### src/rtl/apb_pkg.sv
// Shared definitions for the APB requester: state encoding, default widths
// and the sizing rule for the ACCESS wait counter.
package apb_pkg;

    localparam int DEF_DWIDTH  = 8;
    localparam int DEF_AWIDTH  = 8;
    localparam int DEF_TIMEOUT = 16;

    typedef enum logic [1:0] {
        ST_IDLE   = 2'b00,
        ST_SETUP  = 2'b01,
        ST_ACCESS = 2'b10
    } apb_state_e;

    // Counter must hold the value TIMEOUT itself; never narrower than 1 bit.
    function automatic int cnt_width(input int timeout);
        return (timeout < 1) ? 1 : $clog2(timeout + 1);
    endfunction

    localparam int DEF_CNT_W = cnt_width(DEF_TIMEOUT);

endpackage

### src/rtl/apb_master_if.sv
// Command/response port and APB bus of the requester, bundled in one interface.
// The master modport is the requester's view; slave is the system/peripheral view.
interface apb_master_if #(
    parameter int AWIDTH = 8,
    parameter int DWIDTH = 8
);
    logic              cmd_valid;
    logic              cmd_ready;
    logic              cmd_write;
    logic [AWIDTH-1:0] cmd_addr;
    logic [DWIDTH-1:0] cmd_wdata;

    logic              rsp_valid;
    logic [DWIDTH-1:0] rsp_rdata;
    logic              rsp_err;
    logic              rsp_timeout;

    logic              PSEL;
    logic              PENABLE;
    logic              PWRITE;
    logic [AWIDTH-1:0] PADDR;
    logic [DWIDTH-1:0] PWDATA;
    logic [DWIDTH-1:0] PRDATA;
    logic              PREADY;
    logic              PSLVERR;

    modport master (
        input  cmd_valid, cmd_write, cmd_addr, cmd_wdata,
        input  PRDATA, PREADY, PSLVERR,
        output cmd_ready,
        output rsp_valid, rsp_rdata, rsp_err, rsp_timeout,
        output PSEL, PENABLE, PWRITE, PADDR, PWDATA
    );

    modport slave (
        output cmd_valid, cmd_write, cmd_addr, cmd_wdata,
        output PRDATA, PREADY, PSLVERR,
        input  cmd_ready,
        input  rsp_valid, rsp_rdata, rsp_err, rsp_timeout,
        input  PSEL, PENABLE, PWRITE, PADDR, PWDATA
    );
endinterface

### src/rtl/apb_wait_timer.sv
// Saturating wait-state counter; expired_o is high while the count equals LIMIT.
// LIMIT=0 means no limit, so expired_o never asserts.
module apb_wait_timer
    import apb_pkg::*;
#(
    parameter int LIMIT = DEF_TIMEOUT
) (
    input  logic clk_i,
    input  logic rst_ni,
    input  logic clr_i,
    input  logic en_i,
    output logic expired_o
);
    localparam int            CW  = cnt_width(LIMIT);
    localparam logic [CW-1:0] SAT = (LIMIT == 0) ? {CW{1'b1}} : CW'(LIMIT);

    logic [CW-1:0] cnt_q;

    always_ff @(posedge clk_i or negedge rst_ni) begin
        if (!rst_ni) begin
            cnt_q <= '0;
        end else if (clr_i) begin
            cnt_q <= '0;
        end else if (en_i && (cnt_q != SAT)) begin
            cnt_q <= cnt_q + CW'(1);
        end
    end

    assign expired_o = (LIMIT != 0) && (cnt_q == SAT);

endmodule

### src/rtl/apb_master.sv
// APB requester: one command at a time through SETUP/ACCESS, PREADY wait
// states bounded by an optional timeout, result on a one-cycle strobe.
module apb_master
    import apb_pkg::*;
#(
    parameter int DWIDTH  = DEF_DWIDTH,
    parameter int AWIDTH  = DEF_AWIDTH,
    parameter int TIMEOUT = DEF_TIMEOUT
) (
    input  logic         PCLK,
    input  logic         PRESETn,
    apb_master_if.master bus
);
    apb_state_e        state_q;
    logic              psel_q;
    logic              penable_q;
    logic              pwrite_q;
    logic [AWIDTH-1:0] paddr_q;
    logic [DWIDTH-1:0] pwdata_q;
    logic              rsp_valid_q;
    logic [DWIDTH-1:0] rsp_rdata_q;
    logic              rsp_err_q;
    logic              rsp_timeout_q;

    logic accept;
    logic expired;

    assign accept = (state_q == ST_IDLE) && bus.cmd_valid;

    apb_wait_timer #(.LIMIT(TIMEOUT)) u_timer (
        .clk_i     (PCLK),
        .rst_ni    (PRESETn),
        .clr_i     (accept),
        .en_i      ((state_q == ST_ACCESS) && !bus.PREADY),
        .expired_o (expired)
    );

    always_ff @(posedge PCLK or negedge PRESETn) begin
        if (!PRESETn) begin
            state_q       <= ST_IDLE;
            psel_q        <= 1'b0;
            penable_q     <= 1'b0;
            pwrite_q      <= 1'b0;
            paddr_q       <= '0;
            pwdata_q      <= '0;
            rsp_valid_q   <= 1'b0;
            rsp_rdata_q   <= '0;
            rsp_err_q     <= 1'b0;
            rsp_timeout_q <= 1'b0;
        end else begin
            rsp_valid_q <= 1'b0;
            case (state_q)
                ST_IDLE: begin
                    psel_q    <= 1'b0;
                    penable_q <= 1'b0;
                    if (accept) begin
                        pwrite_q <= bus.cmd_write;
                        paddr_q  <= bus.cmd_addr;
                        pwdata_q <= bus.cmd_wdata;
                        psel_q   <= 1'b1;
                        state_q  <= ST_SETUP;
                    end
                end
                ST_SETUP: begin
                    penable_q <= 1'b1;
                    state_q   <= ST_ACCESS;
                end
                ST_ACCESS: begin
                    // PREADY is checked first so a ready slave beats the timeout.
                    if (bus.PREADY) begin
                        psel_q        <= 1'b0;
                        penable_q     <= 1'b0;
                        rsp_valid_q   <= 1'b1;
                        rsp_err_q     <= bus.PSLVERR;
                        rsp_timeout_q <= 1'b0;
                        rsp_rdata_q   <= pwrite_q ? '0 : bus.PRDATA;
                        state_q       <= ST_IDLE;
                    end else if (expired) begin
                        psel_q        <= 1'b0;
                        penable_q     <= 1'b0;
                        rsp_valid_q   <= 1'b1;
                        rsp_err_q     <= 1'b1;
                        rsp_timeout_q <= 1'b1;
                        rsp_rdata_q   <= '0;
                        state_q       <= ST_IDLE;
                    end
                end
                default: begin
                    psel_q    <= 1'b0;
                    penable_q <= 1'b0;
                    state_q   <= ST_IDLE;
                end
            endcase
        end
    end

    assign bus.cmd_ready   = (state_q == ST_IDLE);
    assign bus.PSEL        = psel_q;
    assign bus.PENABLE     = penable_q;
    assign bus.PWRITE      = pwrite_q;
    assign bus.PADDR       = paddr_q;
    assign bus.PWDATA      = pwdata_q;
    assign bus.rsp_valid   = rsp_valid_q;
    assign bus.rsp_rdata   = rsp_rdata_q;
    assign bus.rsp_err     = rsp_err_q;
    assign bus.rsp_timeout = rsp_timeout_q;

endmodule

### src/flat_wrapper.sv
// flat-port wrapper written by rule: the top's interface ports become plain ports
module apb_master_flat import apb_pkg::*;
#(
    parameter int DWIDTH  = DEF_DWIDTH,
    parameter int AWIDTH  = DEF_AWIDTH,
    parameter int TIMEOUT = DEF_TIMEOUT
)
  (PCLK, PRESETn, bus_cmd_valid, bus_cmd_write, bus_cmd_addr, bus_cmd_wdata, bus_PRDATA, bus_PREADY, bus_PSLVERR, bus_cmd_ready, bus_rsp_valid, bus_rsp_rdata, bus_rsp_err, bus_rsp_timeout, bus_PSEL, bus_PENABLE, bus_PWRITE, bus_PADDR, bus_PWDATA);
  apb_master_if #(.AWIDTH(AWIDTH), .DWIDTH(DWIDTH)) bus_i ();
  input  logic PCLK;
  input  logic PRESETn;
  input wire logic [$bits(bus_i.cmd_valid)-1:0] bus_cmd_valid;
  input wire logic [$bits(bus_i.cmd_write)-1:0] bus_cmd_write;
  input wire logic [$bits(bus_i.cmd_addr)-1:0] bus_cmd_addr;
  input wire logic [$bits(bus_i.cmd_wdata)-1:0] bus_cmd_wdata;
  input wire logic [$bits(bus_i.PRDATA)-1:0] bus_PRDATA;
  input wire logic [$bits(bus_i.PREADY)-1:0] bus_PREADY;
  input wire logic [$bits(bus_i.PSLVERR)-1:0] bus_PSLVERR;
  output wire logic [$bits(bus_i.cmd_ready)-1:0] bus_cmd_ready;
  output wire logic [$bits(bus_i.rsp_valid)-1:0] bus_rsp_valid;
  output wire logic [$bits(bus_i.rsp_rdata)-1:0] bus_rsp_rdata;
  output wire logic [$bits(bus_i.rsp_err)-1:0] bus_rsp_err;
  output wire logic [$bits(bus_i.rsp_timeout)-1:0] bus_rsp_timeout;
  output wire logic [$bits(bus_i.PSEL)-1:0] bus_PSEL;
  output wire logic [$bits(bus_i.PENABLE)-1:0] bus_PENABLE;
  output wire logic [$bits(bus_i.PWRITE)-1:0] bus_PWRITE;
  output wire logic [$bits(bus_i.PADDR)-1:0] bus_PADDR;
  output wire logic [$bits(bus_i.PWDATA)-1:0] bus_PWDATA;
  assign bus_i.cmd_valid = bus_cmd_valid;
  assign bus_i.cmd_write = bus_cmd_write;
  assign bus_i.cmd_addr = bus_cmd_addr;
  assign bus_i.cmd_wdata = bus_cmd_wdata;
  assign bus_i.PRDATA = bus_PRDATA;
  assign bus_i.PREADY = bus_PREADY;
  assign bus_i.PSLVERR = bus_PSLVERR;
  assign bus_cmd_ready = bus_i.cmd_ready;
  assign bus_rsp_valid = bus_i.rsp_valid;
  assign bus_rsp_rdata = bus_i.rsp_rdata;
  assign bus_rsp_err = bus_i.rsp_err;
  assign bus_rsp_timeout = bus_i.rsp_timeout;
  assign bus_PSEL = bus_i.PSEL;
  assign bus_PENABLE = bus_i.PENABLE;
  assign bus_PWRITE = bus_i.PWRITE;
  assign bus_PADDR = bus_i.PADDR;
  assign bus_PWDATA = bus_i.PWDATA;
  apb_master #(.DWIDTH(DWIDTH), .AWIDTH(AWIDTH), .TIMEOUT(TIMEOUT)) u_core (.PCLK(PCLK), .PRESETn(PRESETn), .bus(bus_i));
endmodule
### config.mk
export PLATFORM = sky130hd
export DESIGN_NAME = apb_master_flat
export DESIGN_NICKNAME = d
export VERILOG_FILES = /design/src/rtl/apb_pkg.sv /design/src/rtl/apb_master_if.sv /design/src/rtl/apb_wait_timer.sv /design/src/rtl/apb_master.sv /design/src/flat_wrapper.sv
export SDC_FILE = /design/constraint.sdc
export NUM_CORES = 1
export LEC_CHECK = 0
export CAP_MARGIN = 20
export CELL_PAD_IN_SITES_DETAIL_PLACEMENT = 2
export CELL_PAD_IN_SITES_GLOBAL_PLACEMENT = 2
export CORE_MARGIN = 4
export CORE_UTILIZATION = 25
export CTS_CLUSTER_DIAMETER = 50
export CTS_CLUSTER_SIZE = 28
export DETAILED_ROUTE_END_ITERATION = 12
export PLACE_DENSITY = 0.84
export RECOVER_POWER = 25
export SYNTH_ARGS = -nofsm -noshare
export SYNTH_HDL_FRONTEND = slang
export SYNTH_SLANG_ARGS = --single-unit
### constraint.sdc
create_clock -name PCLK -period 1.8 [get_ports PCLK]
set_clock_uncertainty 0.05 [all_clocks]
set_input_delay 0.36 -clock PCLK [delete_from_list [all_inputs] [get_ports PCLK]]
set_output_delay 0.36 -clock PCLK [all_outputs]
set_load 0.005 [all_outputs]
==> results by group, run 1 <==
Outcome
  • Status: finished clean

STA
  • Minimum hold slack: 0.242 ns
  • F_max: 578 MHz
  • Setup Viol. Count Final: 0
  • Final hold viol count: 0
  • Post-layout min period: 1.73 ns
  • RSZ-0062 raised after global routing: no
  • Final period util: 0.962
  • Worst-Margin Slew: 0.938 ns
  • Max Slew Vio Count: 0
  • Slew margin rel.: 0.375

Synth
  • Yosys cell types: 26
  • Sequential element share of the synthesized area: 0.621
  • Mapped Area: 1490 um2
  • Yosys warnings: 0
  • Syn_nets: around 170
  • Mapped Cells: 142
  • Mean Syn Cell Area: 10.5 um2
  • Post-synthesis register bit count: 37

Critical path
  • Crit path capture: bus_cmd_ready
  • CP max stage cell: clkdlybuf4s50_1
  • WP depth: 2
  • Reg-to-Reg Start: u_core.u_timer.cnt_q[1]
  • Crit Path Class: reg2out
  • Cell family with most CP delay: buffers and inverters
  • Crit path largest cell delay: 0.50 ns
  • Crit path max fanout: 2
  • R2R Path End: u_core.bus.rsp_rdata[5]
  • Crit path from: u_core.state_q[0]
  • Endpoint class of the critical path: output pin
  • Crit path buf inv count: 1
  • Crit path launch type: flop
  • Crit path DAT: 1.32 ns
  • Worst reg-to-reg setup slack: ~0.09 ns
  • Depth of the worst register-to-register path: 6
  • CP cell instances: nor2_2 > clkdlybuf4s50_1
  • Critical Path RT: 1.39 ns

Global routing
  • Vias in the first global route: 1576
  • GRT Overall Usage: 0.138
  • GRT overflow: 0
  • Largest net degree at the start of global routing: 38
  • Initial antenna violation count: 0
  • First-pass GRT wire length: 7.92 mm

Power and ir drop
  • Clk pwr share: 0.199
  • Switching Fraction: 0.308
  • Power share of the combinational group: 0.421
  • Sw Pwr: 0.00112 W
  • Static leakage: 1.13 nW
  • Power Density: 1510 nW/um2
  • Max VDD drop: 0.000545 V
  • Sequential share of power: 0.380
  • Overall Power: 0.00362 W
  • Pint: 0.00250 W

CTS
  • Clk root buf: clkbuf_8
  • CTS Buf Count: 5
  • CTS Buffer Depth: 2
  • Clock slew at reported path FFs: 0.08 ns
  • Clock Sink Count: 37
  • H-Tree Depth: 2
  • Worst skew pair latency: 0.29 ns
  • CTS tree: yes

Worst hold path
  • Hold/Removal Path Class: in2async

Job
  • Max_cap viols: 0

Drt
  • First-pass iteration count of the detailed router: 4
  • Routed length per instance: 16.0 um
  • Starting DRC count in detailed routing: 48
  • Via density: approximately 4.6
  • Wirelength, routed: 4.68 mm
  • DRC errors left: 0
  • Vias: roughly 1300
  • Post-DRT Antenna Nets: 0

Floorplan
  • Initial core utilization: 0.264
  • Num rows: 27
  • I/O pin total: 61
  • Core footprint: 5640 um2
  • Die Wd: 85.2 um
  • Die area: 7270 um2
  • Die H: 85.2 um

Layout
  • Final std cell area, no fill: 2390 um2
  • Fill count: roughly 610
  • Nets: 251
  • Share of layout cells above drive strength 1: 0.141
  • Area growth, synth to finish: 60.2%
  • N_diodes: 0

Placement
  • Port bufs: 60
  • Placer Congestion: slightly below 0.8
  • Hpwl dp: around 3.5 mm
  • Dpl cell area: 2240 um2
cells in the final DEF (no fill, tap or decap), drive strengths merged:
cell type | synthesis | final
nor4bb | 1 | 1
a21oi | 3 | 3
o211ai | 2 | 2
nand2b | 2 | 2
nand2 | 58 | 58
nand3 | 2 | 2
nand4bb | 2 | 2
or3b | 1 | 1
mux2i | 2 | 2
ha | 2 | 2
o31ai | 2 | 2
clkbuf | 1 | 7
a22o | 8 | 8
o21ai | 1 | 1
clkdlybuf4s50 | 0 | 59
nor2 | 3 | 3
nor3b | 3 | 3
a31oi | 1 | 1
inv | 4 | 4
nor2b | 1 | 1
buf | 4 | 15
clkinv | 1 | 2
bufinv | 0 | 1
dfrtp | 37 | 37
mux2 | 1 | 1
cell usage after synthesis, drive strengths merged:
library cell  instances  area, um2
nor3b                 3       27.5
a21oi                 3       15.0
mux2i                 2       20.0
clkbuf                1       3.75
o31ai                 2       15.0
buf                   4       26.3
or3b                  1       8.76
nor2                  3       13.8
o21ai                 1       5.00
clkinv                1       5.00
inv                   4       15.0
a31oi                 1       6.26
nand2b                2       12.5
nand2                58        218
a22o                  8       70.1
nor4bb                1       10.0
nor2b                 1       6.26
ha                    2       25.0
nand3                 2       10.0
mux2                  1       15.0
nand4bb               2       22.5
dfrtp                37        926
o211ai                2       15.0
routing by layer:
layer,routed length [um],GRT usage
met1,1850,0.158
met2,2430,0.246
met3,355,0.0447
met4,39,0.0345
met5,0,0
cell families (layout without fill, tap and decap cells):
logic type / after synthesis / count (layout) / synth area share
multiplexers: 3 / 3 / 0.0235
buffers and inverters: 10 / 88 / 0.0335
AO/OA/AOI/OAI: 17 / 17 / 0.0847
adder cells (fa/ha/maj): 2 / 2 / 0.0168
flip-flops: 37 / 37 / 0.621
AND/OR/NAND/NOR: 73 / 73 / 0.221
how the worst min path moves through the flow:
stage | from | end | slack [ns]
2_1_floorplan | PRESETn | u_core.bus.PADDR[0] | 0.01
3_3_place_gp | PRESETn | u_core.bus.rsp_timeout | 0.39
3_5_place_dp | PRESETn | u_core.bus.rsp_valid | 0.39
4_1_cts | PRESETn | u_core.bus.PENABLE | 0.07
5_1_grt | PRESETn | u_core.state_q[0] | 0.33
6_report | PRESETn | u_core.u_timer.cnt_q[2] | 0.24
worst register-to-register path, cell delays in order (launching register included):
cell and delay (ns):
dfrtp_1 0.38, inv_1 0.09, ha_1 0.21, nor4bb_4 0.33, o21ai_1 0.09, buf_4 0.18, a22o_1 0.25
cell type report:
cell class	count	area [um2]	share of cell area
Timing Repair Buffer	75	706	0.295
Sequential cell	37	928	0.389
Tap cell	72	90.1	0.0377
Multi-Input combinational cell	95	533	0.223
Clock inverter	2	38.8	0.0162
Inverter	5	20.0	0.00838
Clock buffer	6	72.6	0.0304
through the flow:
step	utilization	setup WS (ns)	setup TNS (ns)	cells
3_5_place_dp	0.398	-0.00229	-0.00229	282
4_1_cts	0.419	0.00379	0	291
2_1_floorplan	-	0.215	0	142
6_report	0.423	0.0692	0	292
3_3_place_gp	0.398	0.0422	0	282
5_1_grt	0.423	0.00922	0	292
timing repair:
| item | CTS | global route |
|---|---|---|
| hold endpoints to repair | 0 | 0 |
| endpoints found under the setup margin | 1 | 9 |
| hold buffers | 0 | 0 |
| gates resized for setup | 1 | 4 |
| setup buffers | 1 | 1 |
registers in the layout, indices dropped and copies added, names as in the netlist:
name                    flops
u_core.bus.rsp_valid        1
u_core.bus.PENABLE          1
u_core.u_timer.cnt_q        5
u_core.bus.rsp_rdata        8
u_core.bus.PSEL             1
u_core.bus.PWDATA           8
u_core.bus.PWRITE           1
u_core.bus.rsp_timeout      1
u_core.state_q              2
u_core.bus.rsp_err          1
u_core.bus.PADDR            8
power by group through the flow:
stage	logic, W	registers [W]	clock network, W
finish	0.00152	0.00137	0.000720
global route	0.00169	0.00143	0.000785
CTS	0.00152	0.00139	0.000744
detailed placement	0.00149	0.00140	0
global placement	0.00142	0.00139	0
floorplan	0.000516	0.00139	0
(Power assumes the default switching activity.)
==> inputs of run 2 (changes only) <==
--- a/config.mk
+++ b/config.mk
@@ -5,6 +5,7 @@
 export SDC_FILE = /design/constraint.sdc
 export NUM_CORES = 1
 export LEC_CHECK = 0
+export ABC_AREA = 1
 export CAP_MARGIN = 20
 export CELL_PAD_IN_SITES_DETAIL_PLACEMENT = 2
 export CELL_PAD_IN_SITES_GLOBAL_PLACEMENT = 2
@@ -13,7 +14,7 @@
 export CTS_CLUSTER_DIAMETER = 50
 export CTS_CLUSTER_SIZE = 28
 export DETAILED_ROUTE_END_ITERATION = 12
-export PLACE_DENSITY = 0.84
+export PLACE_DENSITY = 0.85
 export RECOVER_POWER = 25
 export SYNTH_ARGS = -nofsm -noshare
 export SYNTH_HDL_FRONTEND = slang
==> run 2 against run 1 <==
Cell count increased by 16%. Wire length rose by 3.7%. First-iteration DRC count shrank 25%. Synthesized area rose by 13%. Power decreased by 4.4%. Non-clock buffer count decreased by 12. Setup slack improved by 0.11 ns. Global-route usage decreased by 0.93 points. Critical path depth is 1 lower. Critical path type unchanged. Largest cell class unchanged.
==> results by group, run 2 <==
Outcome
  • Status: finished clean

Synth
  • Yosys warnings: 0 (unchanged)
  • Yosys cell types: 19 (-27%)
  • Mapped Area: 1690 um2 (+13%)
  • Async S/R FF share, synth: 1.00 (unchanged)
  • Area leader, netlist: dfrtp_1
  • Syn_nets: 232 (+33%)
  • Fraction of post-synthesis cell area in the top cell type by area: 0.549 (-0.0714)
  • Synth Flop Type: dfrtp_1
  • Synth top area cells: dfrtp_1 (55%), nand2_1 (20%), nand3_1 (5.6%)
  • Most common cell in the synthesized netlist: nand2_1
  • Mapped Cells: 200 (+41%)
  • Mean Syn Cell Area: 8.43 um2 (-20%)
  • Top post-synthesis cells by count: nand2_1 (90), dfrtp_1 (37), nand3_1 (19), inv_1 (15), nor2_1 (11)
  • Sequential element share of the synthesized area: 0.549 (-0.0714)
  • Post-synthesis register bit count: 37 (unchanged)
  • Post-synth EDFFs: 0 (unchanged)

Critical path
  • CP max stage cell: clkdlybuf4s50_1
  • CP cell instances: clkdlybuf4s50_1
  • Endpoint class of the critical path: output pin
  • Crit path max fanout: 3 (+1)
  • Crit path largest cell delay: 0.53 ns (+0.03 ns)
  • Crit path DAT: 1.21 ns (-0.11 ns)
  • Critical Path RT: 1.39 ns (about the same)
  • Crit path buf inv count: 1 (unchanged)
  • Crit Path Class: reg2out
  • Cell family with most CP delay: buffers and inverters
  • Crit path launch type: flop

Drt
  • DRC errors left: 0 (unchanged)
  • Post-DRT Antenna Nets: 0 (unchanged)
  • Starting DRC count in detailed routing: 36 (-25%)
  • Routed length per instance: 14.3 um (-11%)
  • First-pass iteration count of the detailed router: 3 (-1)
  • Via density: 4.40 (-4.0%)
  • Wirelength, routed: 4.85 mm (+3.7%)
  • Vias: 1495 (+12%)

Global routing
  • GRT overflow: 0 (unchanged)
  • Largest net degree at the start of global routing: 24 (-37%)
  • Initial antenna violation count: 0 (unchanged)
  • First-pass GRT wire length: 8.36 mm (+5.6%)
  • Vias in the first global route: 1726 (+9.5%)
  • GRT Overall Usage: 0.128 (-0.00933)

Layout
  • FF/Latch Area: 926 um2 (-0.27%)
  • Area growth, synth to finish: 44.8%
  • Area of the multi-input gates: 633 um2 (+19%)
  • Fill count: 743 (+21%)
  • Nets: 295 (+18%)
  • Most frequent cells in the layout: nand2_1 (90), clkdlybuf4s50_1 (58), dfrtp_1 (37)
  • N_diodes: 0 (unchanged)
  • Share of layout cells above drive strength 1: 0.0875 (-0.0535)
  • Most common cell after layout, fill and taps aside: nand2_1

Floorplan
  • Die area: 8120 um2 (+12%)
  • Num rows: 29 (+7.4%)
  • Die H: 90.1 um (+5.7%)
  • Die Wd: 90.1 um (+5.7%)
  • I/O pin total: 61 (unchanged)
  • Core footprint: 6460 um2 (+14%)
  • Initial core utilization: 0.261 (-0.00341)

STA
  • Fin Setup TNS: 0 ns (unchanged)
  • Worst-Margin Slew: 0.890 ns (-0.0477 ns)
  • Slew margin rel.: 0.407 (+0.0318)
  • F_max: 618 MHz (+6.9%)
  • Max Slew Vio Count: 0 (unchanged)
  • Final hold viol count: 0 (unchanged)
  • RSZ-0062 raised after global routing: no
  • Final period util: 0.899 (-0.0624)
  • Post-layout min period: 1.62 ns (-0.112 ns)
  • Setup Viol. Count Final: 0 (unchanged)

CTS
  • H-Tree Depth: 2 (unchanged)
  • Clk root buf: clkbuf_8
  • CTS Buffer Depth: 2 (unchanged)
  • CTS tree: yes
  • CTS Buf Count: 5 (unchanged)
  • Clock slew at reported path FFs: 0.07 ns (about the same)
  • Worst skew pair latency: 0.28 ns (about the same)
  • Setup Buffers After CTS: 0 (-1)
  • Clock Sink Count: 37 (unchanged)

Power and ir drop
  • Sequential share of power: 0.406 (+0.026)
  • Static leakage: 1.25 nW (+11%)
  • Sw Pwr: 0.00118 W (+6.0%)
  • Power Density: 1420 nW/um2 (-6.4%)
  • Max VDD drop: 0.000657 V (+21%)
  • Power share of the combinational group: 0.425 (+0.004)
  • Overall Power: 0.00346 W (-4.4%)
  • Clk pwr share: 0.169 (-0.030)
  • Pint: 0.00228 W (-9.1%)
  • Switching Fraction: 0.342 (+0.0335)

Placement
  • Placer Congestion: 0.715 (-8.2%)
  • Hpwl dp: 3.75 mm (+7.9%)
  • Port bufs: 60 (unchanged)

Worst hold path
  • Hold/Removal Path Class: reg2reg

Job
  • Max_cap viols: 0 (unchanged)
==> run 2: cell types whose count changed in the layout (fill, tap and decap cells not counted), moves of 3 or more <==
cell | previous run | this run
nor2_1 | 1 | 11
a22o_1 | 8 | 0
inv_2 | 0 | 3
nand3_1 | 2 | 19
a21oi_1 | 3 | 0
buf_4 | 14 | 1
nand2_1 | 58 | 90
inv_1 | 4 | 15
nand2_2 | 0 | 4
==> run 2: logic make-up (layout without fill, tap and decap cells) <==
| logic type | after synthesis | in the layout | share of synthesized area |
|---|---|---|---|
| xor gates and xnor gates | 1 | 1 | 0.00520 |
| adders and majority gates | 2 | 2 | 0.0148 |
| buffers and inverters | 25 | 88 | 0.0750 |
| DFF | 37 | 37 | 0.549 |
| and+or+nand+nor | 135 | 135 | 0.356 |
==> run 2: worst paths after layout <==
path / cells past startpoint / startpoint / end / slack [ns]
max reg2reg: 7 / u_core.u_timer.cnt_q[0] / u_core.bus.PSEL / 0.26
max: 1 / u_core.bus.PWRITE / bus_PWRITE / 0.18
min reg2reg: 2 / u_core.bus.rsp_rdata[1] / u_core.bus.rsp_rdata[1] / 0.43
max in group asynchronous: 3 / PRESETn / u_core.u_timer.cnt_q[4] / 0.41
min: 2 / u_core.bus.rsp_rdata[1] / u_core.bus.rsp_rdata[1] / 0.43
min in group asynchronous: 2 / PRESETn / u_core.state_q[0] / 0.67
==> run 2: per-layer routing <==
metal	track usage	share of wire	routed length [um]	vias up
li1	-	-	-	728
met2	0.247	0.55	2680	31
met1	0.137	0.40	1920	731
met3	0.0234	0.034	166	5
met4	0.0497	0.015	74	0
met5	0	0	0	-
==> run 2: what timing repair did <==
action                                 CTS  global route
endpoints found under the hold margin   14             0
setup endpoints to repair                1             0
resized for setup                        1             0
hold buffers                             1             0
==> run 2: final cells by class <==
type	instances	share of cell area
inverters	18	0.0277
flip-flops and latches	37	0.379
well taps	77	0.0395
multi-input cells	138	0.259
repair buffers	63	0.258
clock buffers	7	0.0354
==> run 2: power by group through the flow <==
stage / Clock (W) / Sequential, W / Combinational, W
after floorplan: 0 / 0.00140 / 0.000628
after global placement: 0 / 0.00141 / 0.00147
after detailed placement: 0 / 0.00142 / 0.00153
after CTS: 0.000618 / 0.00142 / 0.00153
after global routing: 0.000657 / 0.00145 / 0.00166
final: 0.000583 / 0.00140 / 0.00147
==> run 2: through the flow <==
step / hold slack (ns) / area, um2 / utilization / instances / worst slack, ns
floorplan: 0.0144 / 1690 / - / 200 / 0.502
global placement: 0.255 / 2350 / 0.363 / 332 / 0.155
detailed placement: 0.261 / 2350 / 0.363 / 332 / 0.0639
CTS: 0.432 / 2440 / 0.378 / 340 / 0.157
global route: 0.448 / 2440 / 0.378 / 340 / 0.129
finish: 0.425 / 2440 / 0.378 / 340 / 0.182
